[config.mk]
export PLATFORM = sky130hd
export DESIGN_NAME = rst_seq_flat
export DESIGN_NICKNAME = d
export VERILOG_FILES = /design/src/rtl/rst_seq_if.sv /design/src/rtl/rst_seq.sv /design/src/flat_wrapper.sv
export SDC_FILE = /design/constraint.sdc
export NUM_CORES = 1
export LEC_CHECK = 0
export ABC_AREA = 1
export BUFFER_PORTS_ARGS = -buffer_cell sky130_fd_sc_hd__buf_4
export CAP_MARGIN = 20
export CORE_MARGIN = 8
export CORE_UTILIZATION = 42
export CTS_CLUSTER_DIAMETER = 100
export DETAILED_ROUTE_END_ITERATION = 6
export PLACE_DENSITY = 0.68
export SYNTH_ARGS = -nofsm -noshare
export SYNTH_HDL_FRONTEND = slang
export SYNTH_SLANG_ARGS = --single-unit
[constraint.sdc]
create_clock -name i_sclk -period 3.8 [get_ports i_sclk]
set_input_delay 0.38 -clock i_sclk [delete_from_list [all_inputs] [get_ports i_sclk]]
set_output_delay 0.38 -clock i_sclk [all_outputs]
set_load 0.01 [all_outputs]
[src/rtl/rst_seq_if.sv]
// Reset sequencer signal bundle: async fault inputs in,
// staged reset requests and status out.
interface rst_seq_if #(
    parameter int N = 3
);
    logic         i_btn;
    logic         i_locked;
    logic [N-1:0] o_rst;
    logic         o_ready;
    logic [7:0]   o_evt_cnt;

    modport master (
        output i_btn,
        output i_locked,
        input  o_rst,
        input  o_ready,
        input  o_evt_cnt
    );

    modport slave (
        input  i_btn,
        input  i_locked,
        output o_rst,
        output o_ready,
        output o_evt_cnt
    );
endinterface

[src/rtl/rst_seq.sv]
// Board-level reset sequencer: merges button and PLL lock into one
// fault, holds reset, then releases per-domain resets in order.
module rst_seq #(
    parameter logic P_BTN_POLARITY    = 1'b1,
    parameter logic P_SRST_POLARITY   = 1'b1,
    parameter int   P_NUM_STAGES      = 3,
    parameter int   P_DEBOUNCE_CYCLES = 1024,
    parameter int   P_HOLD_CYCLES     = 16,
    parameter int   P_STAGE_GAP       = 4
) (
    input logic       i_sclk,
    input logic       i_srst,
    rst_seq_if.slave  bus
);

    localparam int DBW  = $clog2(P_DEBOUNCE_CYCLES);
    localparam int CMAX = (P_HOLD_CYCLES > P_STAGE_GAP) ?
                          P_HOLD_CYCLES : P_STAGE_GAP;
    localparam int CW   = $clog2(CMAX + 1);
    localparam int SW   = (P_NUM_STAGES > 1) ? $clog2(P_NUM_STAGES) : 1;

    localparam logic [DBW-1:0] DB_LAST   = DBW'(P_DEBOUNCE_CYCLES - 1);
    localparam logic [CW-1:0]  HOLD_LAST = CW'(P_HOLD_CYCLES - 1);
    localparam logic [CW-1:0]  GAP_LAST  = CW'(P_STAGE_GAP - 1);
    localparam logic [SW-1:0]  STG_LAST  = SW'(P_NUM_STAGES - 1);

    localparam logic [P_NUM_STAGES-1:0] RST_ON =
        {P_NUM_STAGES{P_SRST_POLARITY}};

    typedef enum logic [1:0] {
        S_ASSERT,
        S_HOLD,
        S_RELEASE,
        S_RUN
    } state_t;

    logic [1:0]              btn_ff;
    logic [1:0]              lck_ff;
    logic                    btn_db;
    logic [DBW-1:0]          db_cnt;
    logic                    fault;
    state_t                  state;
    logic [CW-1:0]           cnt;
    logic [SW-1:0]           stage;
    logic [P_NUM_STAGES-1:0] rst_q;
    logic                    ready_q;
    logic [7:0]              evt_q;

    always_ff @(posedge i_sclk) begin
        if (i_srst) begin
            btn_ff <= {2{~P_BTN_POLARITY}};
            lck_ff <= 2'b00;
        end else begin
            btn_ff <= {btn_ff[0], bus.i_btn};
            lck_ff <= {lck_ff[0], bus.i_locked};
        end
    end

    // The debounced level flips on the Nth consecutive differing cycle.
    always_ff @(posedge i_sclk) begin
        if (i_srst) begin
            btn_db <= ~P_BTN_POLARITY;
            db_cnt <= '0;
        end else if (btn_ff[1] == btn_db) begin
            db_cnt <= '0;
        end else if (db_cnt == DB_LAST) begin
            btn_db <= btn_ff[1];
            db_cnt <= '0;
        end else begin
            db_cnt <= db_cnt + 1'b1;
        end
    end

    assign fault = (btn_db == P_BTN_POLARITY) | ~lck_ff[1];

    // A fault overrides every state: all stages re-assert at once.
    always_ff @(posedge i_sclk) begin
        if (i_srst) begin
            state   <= S_ASSERT;
            cnt     <= '0;
            stage   <= '0;
            rst_q   <= RST_ON;
            ready_q <= 1'b0;
            evt_q   <= 8'd0;
        end else if (fault) begin
            state   <= S_ASSERT;
            cnt     <= '0;
            stage   <= '0;
            rst_q   <= RST_ON;
            ready_q <= 1'b0;
            if (state == S_RUN && evt_q != 8'hFF)
                evt_q <= evt_q + 8'd1;
        end else begin
            case (state)
                S_ASSERT: begin
                    rst_q   <= RST_ON;
                    ready_q <= 1'b0;
                    state   <= S_HOLD;
                    cnt     <= '0;
                end
                S_HOLD: begin
                    if (cnt == HOLD_LAST) begin
                        state <= S_RELEASE;
                        cnt   <= '0;
                        stage <= '0;
                    end else begin
                        cnt <= cnt + 1'b1;
                    end
                end
                S_RELEASE: begin
                    if (cnt == GAP_LAST) begin
                        rst_q[stage] <= ~P_SRST_POLARITY;
                        cnt          <= '0;
                        if (stage == STG_LAST) begin
                            state   <= S_RUN;
                            ready_q <= 1'b1;
                        end else begin
                            stage <= stage + 1'b1;
                        end
                    end else begin
                        cnt <= cnt + 1'b1;
                    end
                end
                S_RUN: begin
                    ready_q <= 1'b1;
                end
                default: begin
                    state <= S_ASSERT;
                end
            endcase
        end
    end

    assign bus.o_rst     = rst_q;
    assign bus.o_ready   = ready_q;
    assign bus.o_evt_cnt = evt_q;

endmodule

[src/flat_wrapper.sv]
// flat-port wrapper written by rule: the top's interface ports become plain ports
module rst_seq_flat 
#(
    parameter logic P_BTN_POLARITY    = 1'b1,
    parameter logic P_SRST_POLARITY   = 1'b1,
    parameter int   P_NUM_STAGES      = 3,
    parameter int   P_DEBOUNCE_CYCLES = 1024,
    parameter int   P_HOLD_CYCLES     = 16,
    parameter int   P_STAGE_GAP       = 4
)
  (i_sclk, i_srst, bus_i_btn, bus_i_locked, bus_o_rst, bus_o_ready, bus_o_evt_cnt);
  rst_seq_if #(.N(3)) bus_i ();
  input logic i_sclk;
  input logic i_srst;
  input wire logic [$bits(bus_i.i_btn)-1:0] bus_i_btn;
  input wire logic [$bits(bus_i.i_locked)-1:0] bus_i_locked;
  output wire logic [$bits(bus_i.o_rst)-1:0] bus_o_rst;
  output wire logic [$bits(bus_i.o_ready)-1:0] bus_o_ready;
  output wire logic [$bits(bus_i.o_evt_cnt)-1:0] bus_o_evt_cnt;
  assign bus_i.i_btn = bus_i_btn;
  assign bus_i.i_locked = bus_i_locked;
  assign bus_o_rst = bus_i.o_rst;
  assign bus_o_ready = bus_i.o_ready;
  assign bus_o_evt_cnt = bus_i.o_evt_cnt;
  rst_seq #(.P_BTN_POLARITY(P_BTN_POLARITY), .P_SRST_POLARITY(P_SRST_POLARITY), .P_NUM_STAGES(P_NUM_STAGES), .P_DEBOUNCE_CYCLES(P_DEBOUNCE_CYCLES), .P_HOLD_CYCLES(P_HOLD_CYCLES), .P_STAGE_GAP(P_STAGE_GAP)) u_core (.i_sclk(i_sclk), .i_srst(i_srst), .bus(bus_i));
endmodule
==> summary.md, run 1 <==
| Metric | Value |
|---|---|
| Synthesized area | 1850 µm² |
| Max Cap Violations | 0 |
| Worst min-delay path category | primary input to flip-flop |
| Wire per inst | 10.7 µm |
| Final ANT Viol Nets | 0 |
| Core ar. | 4290 µm² |
| Post-synthesis register bit count | 36 |
| Hold path start | bus_i_locked |
| Switch Pwr | 145 µW |
| Hold worst-path end | u_core.lck_ff[0] |
| Power per cell area | 314 nW/µm² |
| Reg2reg setup slack | 2.24 ns |
| R2r endpoint | u_core.bus.o_evt_cnt[1] |
| Sw Ratio | 22.1% |
| Clk slew on worst S/H paths | 0.07 ns |
| Area Growth Syn to Fin | 13.1% |
| CP startpoint kind | flip-flop |
| Most frequent cells in the layout | nand2_1, inv_1, nor2_1, dfxtp_1, a21oi_1 |
| Share of cells above drive strength 1 | 10.9% |
| Vias in the first global route | 1484 |
| Fin. Hold Viols | 0 |
| Tmin final | 1.56 ns |
| Vias post-DR | 1556 |
| Int Power | 512 µW |
| Die height | 82.3 µm |
| Grt ovf | 0 |
| CP peak stage delay | 0.42 ns |
| Via density | 4.74 |
| Worst-margin pin slew | 0.381 ns |
| Clock Tree Root | clkbuf_8 |
| Final Setup Violations | 0 |
| Critical-path maximum fanout | 11 |
| Power, Total | 657 µW |
| Status | complete, no violations |
| RSZ-0062 raised after global routing | false |
| Drt drc | 0 |
| CTS Buf Count | 5 |
| Pins Over Slew Limit | 0 |
| Critical Path AT | 1.75 ns |
| WS Path Type | flip-flop to flip-flop |
| R2r worst-path depth | 6 |
| Worst path top cell family by delay | adder cells |
| Die width | 82.3 µm |
| Clock Path Buffers | 2 |
| Worst path cell trace | ha_1, nand2_1, inv_1, nand2_4, o21ai_0, nor2_1 |
| First-pass GRT wire length | 6310 µm |
| # rows | 24 |
| CTS resizes | 0 |
| Largest net degree at the start of global routing | 12 |
| Synth Warn # | 0 |
| Leakage power total | 0.000894 µW |
| Clock Sinks | 36 |
| GPL Wtd Cong | 0.827 |
| Comb pwr share | 3.0% |
| Synth unique cells | 22 |
| Antenna fix cells | 0 |
| HPWL after DPL | 2620 µm |
| Buf/Inv on CP | 1 |
| Final WL | 3510 µm |
| Hold Slack | 0.296 ns |
| Number of setup buffers added after CTS | 0 |
| Skew final | 0.00951 ns |
| Commonest non-fill, non-tap cell in the layout | nand2_1 |
| Worst vdd ir | 0.000170 V |
| Syn nets | 274 |
| Sequential area share after synthesis | 39.0% |
| CTS tree | yes |
| Global Route Usage Sum | 11.9% |
| Setup TNS | 0 ns |
| CTS Hold Bufs | 0 |
| Cells after synthesis | 257 |
| Starting Density | 43.0% |
| Layout net count | 293 |
| Worst Hold Depth | 3 |
| DR pass1 iterations | 4 |
| Fill count | 449 |
| Clock power share | 38.9% |
| Final critical-path share of the clock period | 41.2% |
| Syn_area_per_cell | 7.19 µm² |
| Reg2reg start | u_core.state[0] |
| Full die area | 6780 µm² |
| Iter 0 DRT Violations | 76 |
| Worst slew margin | 74.6% |
| Slowest cell on crit path | ha_1 |
| Ports | 16 |
| Critical Path Sink Type | flip-flop |
| Share of power burned in registers | 58.0% |
| Initial antenna violation count | 0 |
| H-tree levels | 2 |
| Worst endpoint required time | 3.98 ns |
| Max Fclk | 639 MHz |
| Later-pin clock latency in the skew report | 0.29 ns |
| Number of port buffers | 15 |
## state kept, by name, summed over array words and instances, names as in the netlist
name / count
u_core.db_cnt: 10
u_core.btn_db: 1
u_core.bus.o_evt_cnt: 8
u_core.state: 2
u_core.cnt: 5
u_core.bus.o_ready: 1
u_core.bus.o_rst: 3
u_core.stage: 2
u_core.btn_ff: 2
u_core.lck_ff: 2
## synth_stat cells (all sizes together)
library cell,count,share of area [%]
ha,13,8.8
xnor2,2,0.95
a21oi,21,5.9
nor2,41,10
nand3,19,5.8
nand3b,1,0.41
clkbuf,2,0.41
buf,1,0.27
o31ai,1,0.41
o21ai,7,1.9
xor2,5,2.4
nor3,3,0.81
dfxtp,36,39
nand2,61,13
nand4,6,2.0
inv,38,7.7
## area by class of cell
class                      count  area [µm²]  share of cell area [%]
inverter                      38         143                    6.82
clock buffer                   6        72.6                    3.47
sequential                    36         721                    34.5
clock inverter                 1        5.00                   0.239
timing repair buffer          15         113                    5.39
multi-input combinational    180         972                    46.5
tap                           52        65.1                    3.11
## logic make-up (layout without fill, tap and decap cells)
logic type,count (synthesis),after routing,share of synthesized area (%)
flops,36,36,39.0
xor+xnor,7,7,3.32
compound gates,29,29,8.19
buf+inv,41,60,8.40
simple gates,131,131,32.3
fa+ha+maj,13,13,8.80
## per-layer routing
layer  global-route usage, %  vias up  wire (µm)
met5                       0        -          0
met4                    6.84        0         53
met3                    3.57        4         76
met2                    19.0       13       1610
met1                    13.9      697       1770
li1                        -      842          -
## power groups by stage
stage / Sequential, µW / Combinational, µW / Clock [µW]
floorplan: 390 / 13.8 / 0
global placement: 390 / 20.0 / 0
detailed placement: 390 / 20.3 / 0
CTS: 381 / 20.3 / 268
global route: 382 / 23.4 / 283
finish: 381 / 20.0 / 256
## worst max-delay path by stage
| stage | start | endpoint | slack [ns] | cells past startpoint |
|---|---|---|---|---|
| after floorplan | u_core.cnt[0] | u_core.state[0] | 2.41 | 9 |
| after detailed placement | u_core.state[0] | u_core.bus.o_evt_cnt[1] | 2.20 | 6 |
| after global placement | u_core.state[0] | u_core.bus.o_evt_cnt[1] | 2.22 | 6 |
| after CTS | u_core.state[0] | u_core.bus.o_evt_cnt[1] | 2.20 | 6 |
| after global routing | u_core.state[0] | u_core.bus.o_evt_cnt[1] | 2.02 | 6 |
| final | u_core.state[0] | u_core.bus.o_evt_cnt[1] | 2.24 | 6 |
## worst reg2reg max path, cell delays in order, from the launching register on
cell and delay, ns:
dfxtp_1 0.40, ha_1 0.42, nand2_1 0.14, inv_1 0.21, nand2_4 0.10, o21ai_0 0.15, nor2_1 0.05
## stage by stage
step                instances  util (%)  area, µm²  setup WS (ns)
floorplan                 257         -       1850           2.41
global placement          321      46.9       2010           2.22
detailed placement        321      46.9       2010           2.20
CTS                       328      48.7       2090           2.20
global route              328      48.7       2090           2.02
finish                    328      48.7       2090           2.24
(Power assumes the default switching activity.)
==> inputs of run 2 (changes only) <==
--- a/config.mk
+++ b/config.mk
@@ -12,7 +12,7 @@
 export CORE_UTILIZATION = 42
 export CTS_CLUSTER_DIAMETER = 100
 export DETAILED_ROUTE_END_ITERATION = 6
-export PLACE_DENSITY = 0.68
+export PLACE_DENSITY = 0.7
 export SYNTH_ARGS = -nofsm -noshare
 export SYNTH_HDL_FRONTEND = slang
 export SYNTH_SLANG_ARGS = --single-unit
==> constraint.sdc (replaced) <==
create_clock -name i_sclk -period 1.3 [get_ports i_sclk]
set_input_delay 0.13 -clock i_sclk [delete_from_list [all_inputs] [get_ports i_sclk]]
set_output_delay 0.13 -clock i_sclk [all_outputs]
set_load 0.01 [all_outputs]
==> summary.md, run 2 (same netlist as run 1, synthesis figures left out) <==
| Metric | Value |
|---|---|
| Status | complete, but fails checks |
| Violated checks | negative setup slack |
| Place WS | -0.120 ns |
| Max FFs per register | 10 |
| Vias in the first global route | 1656 |
| Final critical-path share of the clock period | 109% |
| Starting Density | 43.0% |
| Skew final | 0.00519 ns |
| Fin. Hold Viols | 0 |
| First-pass GRT wire length | 7070 µm |
| RSZ-0062 raised after global routing | true |
| Via density | 4.83 |
| Final Setup Violations | 10 |
| Clk slew on worst S/H paths | 0.07 ns |
| Clock Sinks | 36 |
| H-tree levels | 2 |
| Largest net degree at the start of global routing | 12 |
| Global Route Usage Sum | 13.3% |
| Grt ovf | 0 |
| CTS tree | yes |
| Number of port buffers | 15 |
| Ports | 16 |
| Drt drc | 0 |
| # placed instances | 354 |
| Largest Register | u_core.db_cnt |
| Full die area | 6780 µm² |
| WS Path Type | flip-flop to flip-flop |
| Worst vdd ir | 0.000519 V |
| Wire per inst | 12.0 µm |
| Max Fclk | 707 MHz |
| Iter 0 DRT Violations | 86 |
| Most frequent cells in the layout | buf_4, nand2_1, inv_1 |
| DP Area | 2290 µm² |
| Share of cells above drive strength 1 | 35.0% |
| Final instance area | 2610 µm² |
| Area Growth Syn to Fin | 41.4% |
| Hold Slack | 0.0447 ns |
| Clock Tree Root | clkbuf_8 |
| Worst endpoint required time | 1.52 ns |
| Critical Path Sink Type | flip-flop |
| Worst-margin pin slew | 0.343 ns |
| Final Worst Setup Slack | -0.115 ns |
| Power per cell area | 793 nW/µm² |
| Antenna fix cells | 0 |
| Later-pin clock latency in the skew report | 0.29 ns |
| GPL Wtd Cong | 0.837 |
| Leakage power total | 0.00111 µW |
| Power, Total | 2070 µW |
| Die height | 82.3 µm |
| CP startpoint kind | flip-flop |
| Final ANT Viol Nets | 0 |
| Pins Over Slew Limit | 0 |
| DR pass1 iterations | 4 |
| Clock Path Buffers | 2 |
| Commonest non-fill, non-tap cell in the layout | buf_4 |
| CTS Buf Count | 5 |
| CTS Hold Bufs | 0 |
| Die width | 82.3 µm |
| Critical Path AT | 1.63 ns |
| Critical-path maximum fanout | 4 |
| Layout net count | 331 |
| Final WL | 4410 µm |
| HPWL after DPL | 3000 µm |
| Worst min-delay path category | primary input to flip-flop |
| Vias post-DR | 1767 |
| Core ar. | 4290 µm² |
| Fin cells | 366 |
| # rows | 24 |
| Worst slew margin | 77.1% |
| Tmin final | 1.41 ns |
| Max Cap Violations | 0 |
| Initial antenna violation count | 0 |
==> run 2: timing repair <==
action | CTS | global route
buffers inserted | 1 | 4
pin swaps | 5 | 9
setup endpoints to repair | 14 | 30
gates resized for setup | 20 | 31
==> run 2: report_power, final <==
part / internal [µW] / switching, µW
clock network: 472 / 399
registers: 1110 / 3.98
logic: 38.3 / 49.0
total: 1620 / 452
==> run 2: area by class of cell <==
type                            instances  area [µm²]
Fill cell                             385        1680
Multi-Input combinational cell        180        1180
Sequential cell                        36         734
Timing Repair Buffer                   53         398
Inverter                               38         143
Clock buffer                            7        96.3
Tap cell                               52        65.1
==> run 2: routing by layer <==
layer	vias to the layer above	share of wire, %	track usage [%]
li1	918	-	-
met4	0	2.8	5.96
met2	25	51	22.9
met5	-	0	0
met3	9	3.5	3.79
met1	815	42	14.8
==> run 2: critical path, cell delays in order, from the launching register on <==
cell and delay [ns]:
dfxtp_2 0.34, ha_4 0.16, nand2_4 0.07, nor2_4 0.04, ha_1 0.20, inv_2 0.10, nand2_4 0.08, nand2_4 0.10
nand3_2 0.09, a21oi_2 0.15
==> run 2: worst paths after layout <==
check,cells after the start,end,startpoint,slack (ns)
hold reg to reg,2,u_core.lck_ff[1],u_core.lck_ff[0],0.40
hold / removal,3,u_core.lck_ff[0],bus_i_locked,0.04
setup reg to reg,9,u_core.cnt[1],u_core.cnt[1],-0.11
setup / recovery,9,u_core.cnt[1],u_core.cnt[1],-0.11
==> run 2: stage by stage <==
stage                     setup TNS, ns  utilization [%]
after global routing              -2.00             60.8
after global placement           -0.534             53.3
after detailed placement         -0.977             53.3
after CTS                        -0.334             56.8
final                            -0.624             60.8
after floorplan                 -0.0225                -
==> inputs of run 3 (changes only) <==
--- a/config.mk
+++ b/config.mk
@@ -8,11 +8,13 @@
 export ABC_AREA = 1
 export BUFFER_PORTS_ARGS = -buffer_cell sky130_fd_sc_hd__buf_4
 export CAP_MARGIN = 20
+export CELL_PAD_IN_SITES_DETAIL_PLACEMENT = 0
+export CELL_PAD_IN_SITES_GLOBAL_PLACEMENT = 1
 export CORE_MARGIN = 8
-export CORE_UTILIZATION = 42
+export CORE_UTILIZATION = 38
 export CTS_CLUSTER_DIAMETER = 100
 export DETAILED_ROUTE_END_ITERATION = 6
-export PLACE_DENSITY = 0.7
+export PLACE_DENSITY = 0.82
 export SYNTH_ARGS = -nofsm -noshare
 export SYNTH_HDL_FRONTEND = slang
 export SYNTH_SLANG_ARGS = --single-unit
==> summary.md, run 3 (same netlist as run 1, synthesis figures left out) <==
| Metric | Value |
|---|---|
| Number of port buffers | 15 |
| Final Worst Setup Slack | -0.0853 ns |
| Tmin final | 1.39 ns |
| Power, Total | 2000 µW |
| Die height | 85.7 µm |
| HPWL after DPL | 3000 µm |
| Int Power | 1520 µW |
| Reg area | 733 µm² |
| Share of cells above drive strength 1 | 37.8% |
| Critical Path AT | 1.57 ns |
| Via density | 4.64 |
| Core ar. | 4690 µm² |
| Leakage power total | 0.00111 µW |
| Share of power burned in registers | 55.6% |
| Grt ovf | 0 |
| Fin. Hold Viols | 0 |
| Power per cell area | 757 nW/µm² |
| Area Growth Syn to Fin | 42.9% |
| CTS Hold Bufs | 0 |
| Full die area | 7350 µm² |
| Starting Density | 39.4% |
| CP startpoint kind | flip-flop |
| Multi-input gate area | 1210 µm² |
| Sw Ratio | 23.9% |
| Die width | 85.7 µm |
| Clock Path Buffers | 2 |
| Pins Over Slew Limit | 0 |
| First-pass GRT wire length | 7370 µm |
| Wire per inst | 11.2 µm |
| Later-pin clock latency in the skew report | 0.29 ns |
| Commonest non-fill, non-tap cell in the layout | buf_4 |
| Final WL | 4120 µm |
| Ports | 16 |
| Clock Sinks | 36 |
| Global Route Usage Sum | 12.1% |
| Clk slew on worst S/H paths | 0.08 ns |
| CTS Buf Count | 5 |
| Critical Path Sink Type | flip-flop |
| RSZ-0062 raised after global routing | true |
| Comb pwr share | 4.5% |
| GPL Wtd Cong | 0.810 |
| Largest Register | u_core.db_cnt |
| Fill count | 428 |
| Status | complete, but fails checks |
| Initial antenna violation count | 0 |
| Vias post-DR | 1712 |
| Final Setup Violations | 7 |
| Antenna fix cells | 0 |
| Drt drc | 0 |
| Worst vdd ir | 0.000567 V |
| DR pass1 iterations | 4 |
| WS Path Type | flip-flop to flip-flop |
| Max Fclk | 722 MHz |
| Reg2reg setup slack | -0.09 ns |
| Critical-path maximum fanout | 4 |
| Layout net count | 331 |
| Iter 0 DRT Violations | 61 |
| # rows | 25 |
| CTS tree | yes |
| Final critical-path share of the clock period | 107% |
| Skew final | 0.00957 ns |
| Post-layout util | 56.3% |
| Clock power share | 39.9% |
| H-tree levels | 2 |
| Largest net degree at the start of global routing | 13 |
| Vias in the first global route | 1639 |
| Most frequent cells in the layout | buf_4, nand2_1, inv_1 |
| Max Cap Violations | 0 |
| Switch Pwr | 477 µW |
| Worst slew margin | 84.3% |
| Clock Tree Root | clkbuf_8 |
| Worst-margin pin slew | 0.235 ns |
| Final ANT Viol Nets | 0 |
| Worst endpoint required time | 1.49 ns |
| Violated checks | negative setup slack |
| Worst min-delay path category | primary input to flip-flop |
| Max FFs per register | 10 |
run 3: changes by cell type in the layout (fill, tap and decap cells not counted), moves of 2 or more:
cell	previous run	this run
a21oi_1	15	12
nor2_2	4	7
a21oi_2	4	7
nor2_1	33	29
ha_4	4	6
clkbuf_8	7	5
o21ai_1	2	4
inv_1	35	33
clkinv_2	0	2
run 3: area by class of cell:
cell class	instances	share of cell area, %
Inverter	38	5.50
Multi-Input combinational cell	180	45.7
Clock inverter	3	0.711
Sequential cell	36	27.8
Clock buffer	5	2.61
Tap cell	54	2.56
Timing Repair Buffer	53	15.2
run 3: routing by layer:
| metal | global-route usage, % | wire length [µm] |
|---|---|---|
| met1 | 14.9 | 1960 |
| met2 | 19.9 | 2040 |
| met3 | 3.15 | 101 |
| met4 | 3.98 | 24 |
| met5 | 0 | 0 |
run 3: final timing paths:
| path | from | to | depth (start not counted) |
|---|---|---|---|
| worst min-delay path | bus_i_btn | u_core.btn_ff[0] | 3 |
| worst min register to register | u_core.lck_ff[0] | u_core.lck_ff[1] | 2 |
| worst max register to register | u_core.cnt[1] | u_core.state[0] | 9 |
| worst max-delay path | u_core.cnt[1] | u_core.state[0] | 9 |
run 3: critical path: stages, from the launching register on:
cell	delay (ns)
dfxtp_2	0.36
ha_4	0.15
nand2_4	0.06
nor2_4	0.12
ha_2	0.18
inv_2	0.06
a21oi_4	0.15
nand3_1	0.10
nand2_1	0.07
nor2_1	0.04
run 3: per-stage QoR:
step | setup WS, ns | std cells | TNS (ns) | hold slack, ns | area [µm²]
2_1_floorplan | -0.0225 | 257 | -0.0225 | 0.237 | 1880
3_3_place_gp | -0.165 | 359 | -0.833 | 0.334 | 2310
3_5_place_dp | -0.117 | 359 | -0.887 | 0.337 | 2310
4_1_cts | -0.0698 | 368 | -0.351 | 0.0342 | 2470
5_1_grt | -0.190 | 369 | -1.59 | 0.0495 | 2640
6_report | -0.0853 | 369 | -0.337 | 0.0453 | 2640
run 3: timing repair:
action / in CTS / in global routing
endpoints found under the setup margin: 14 / 31
pin swaps: 15 / 13
gates resized for setup: 22 / 41
setup buffers: 1 / 1
gates cloned: 0 / 0
run 3: power by group through the flow:
stage / combinational [µW] / clock, µW / sequential (µW)
floorplan: 40.8 / 0 / 1140
global placement: 76.5 / 0 / 1140
detailed placement: 76.4 / 0 / 1140
CTS: 82.9 / 829 / 1110
global route: 102 / 864 / 1110
finish: 90.0 / 798 / 1110
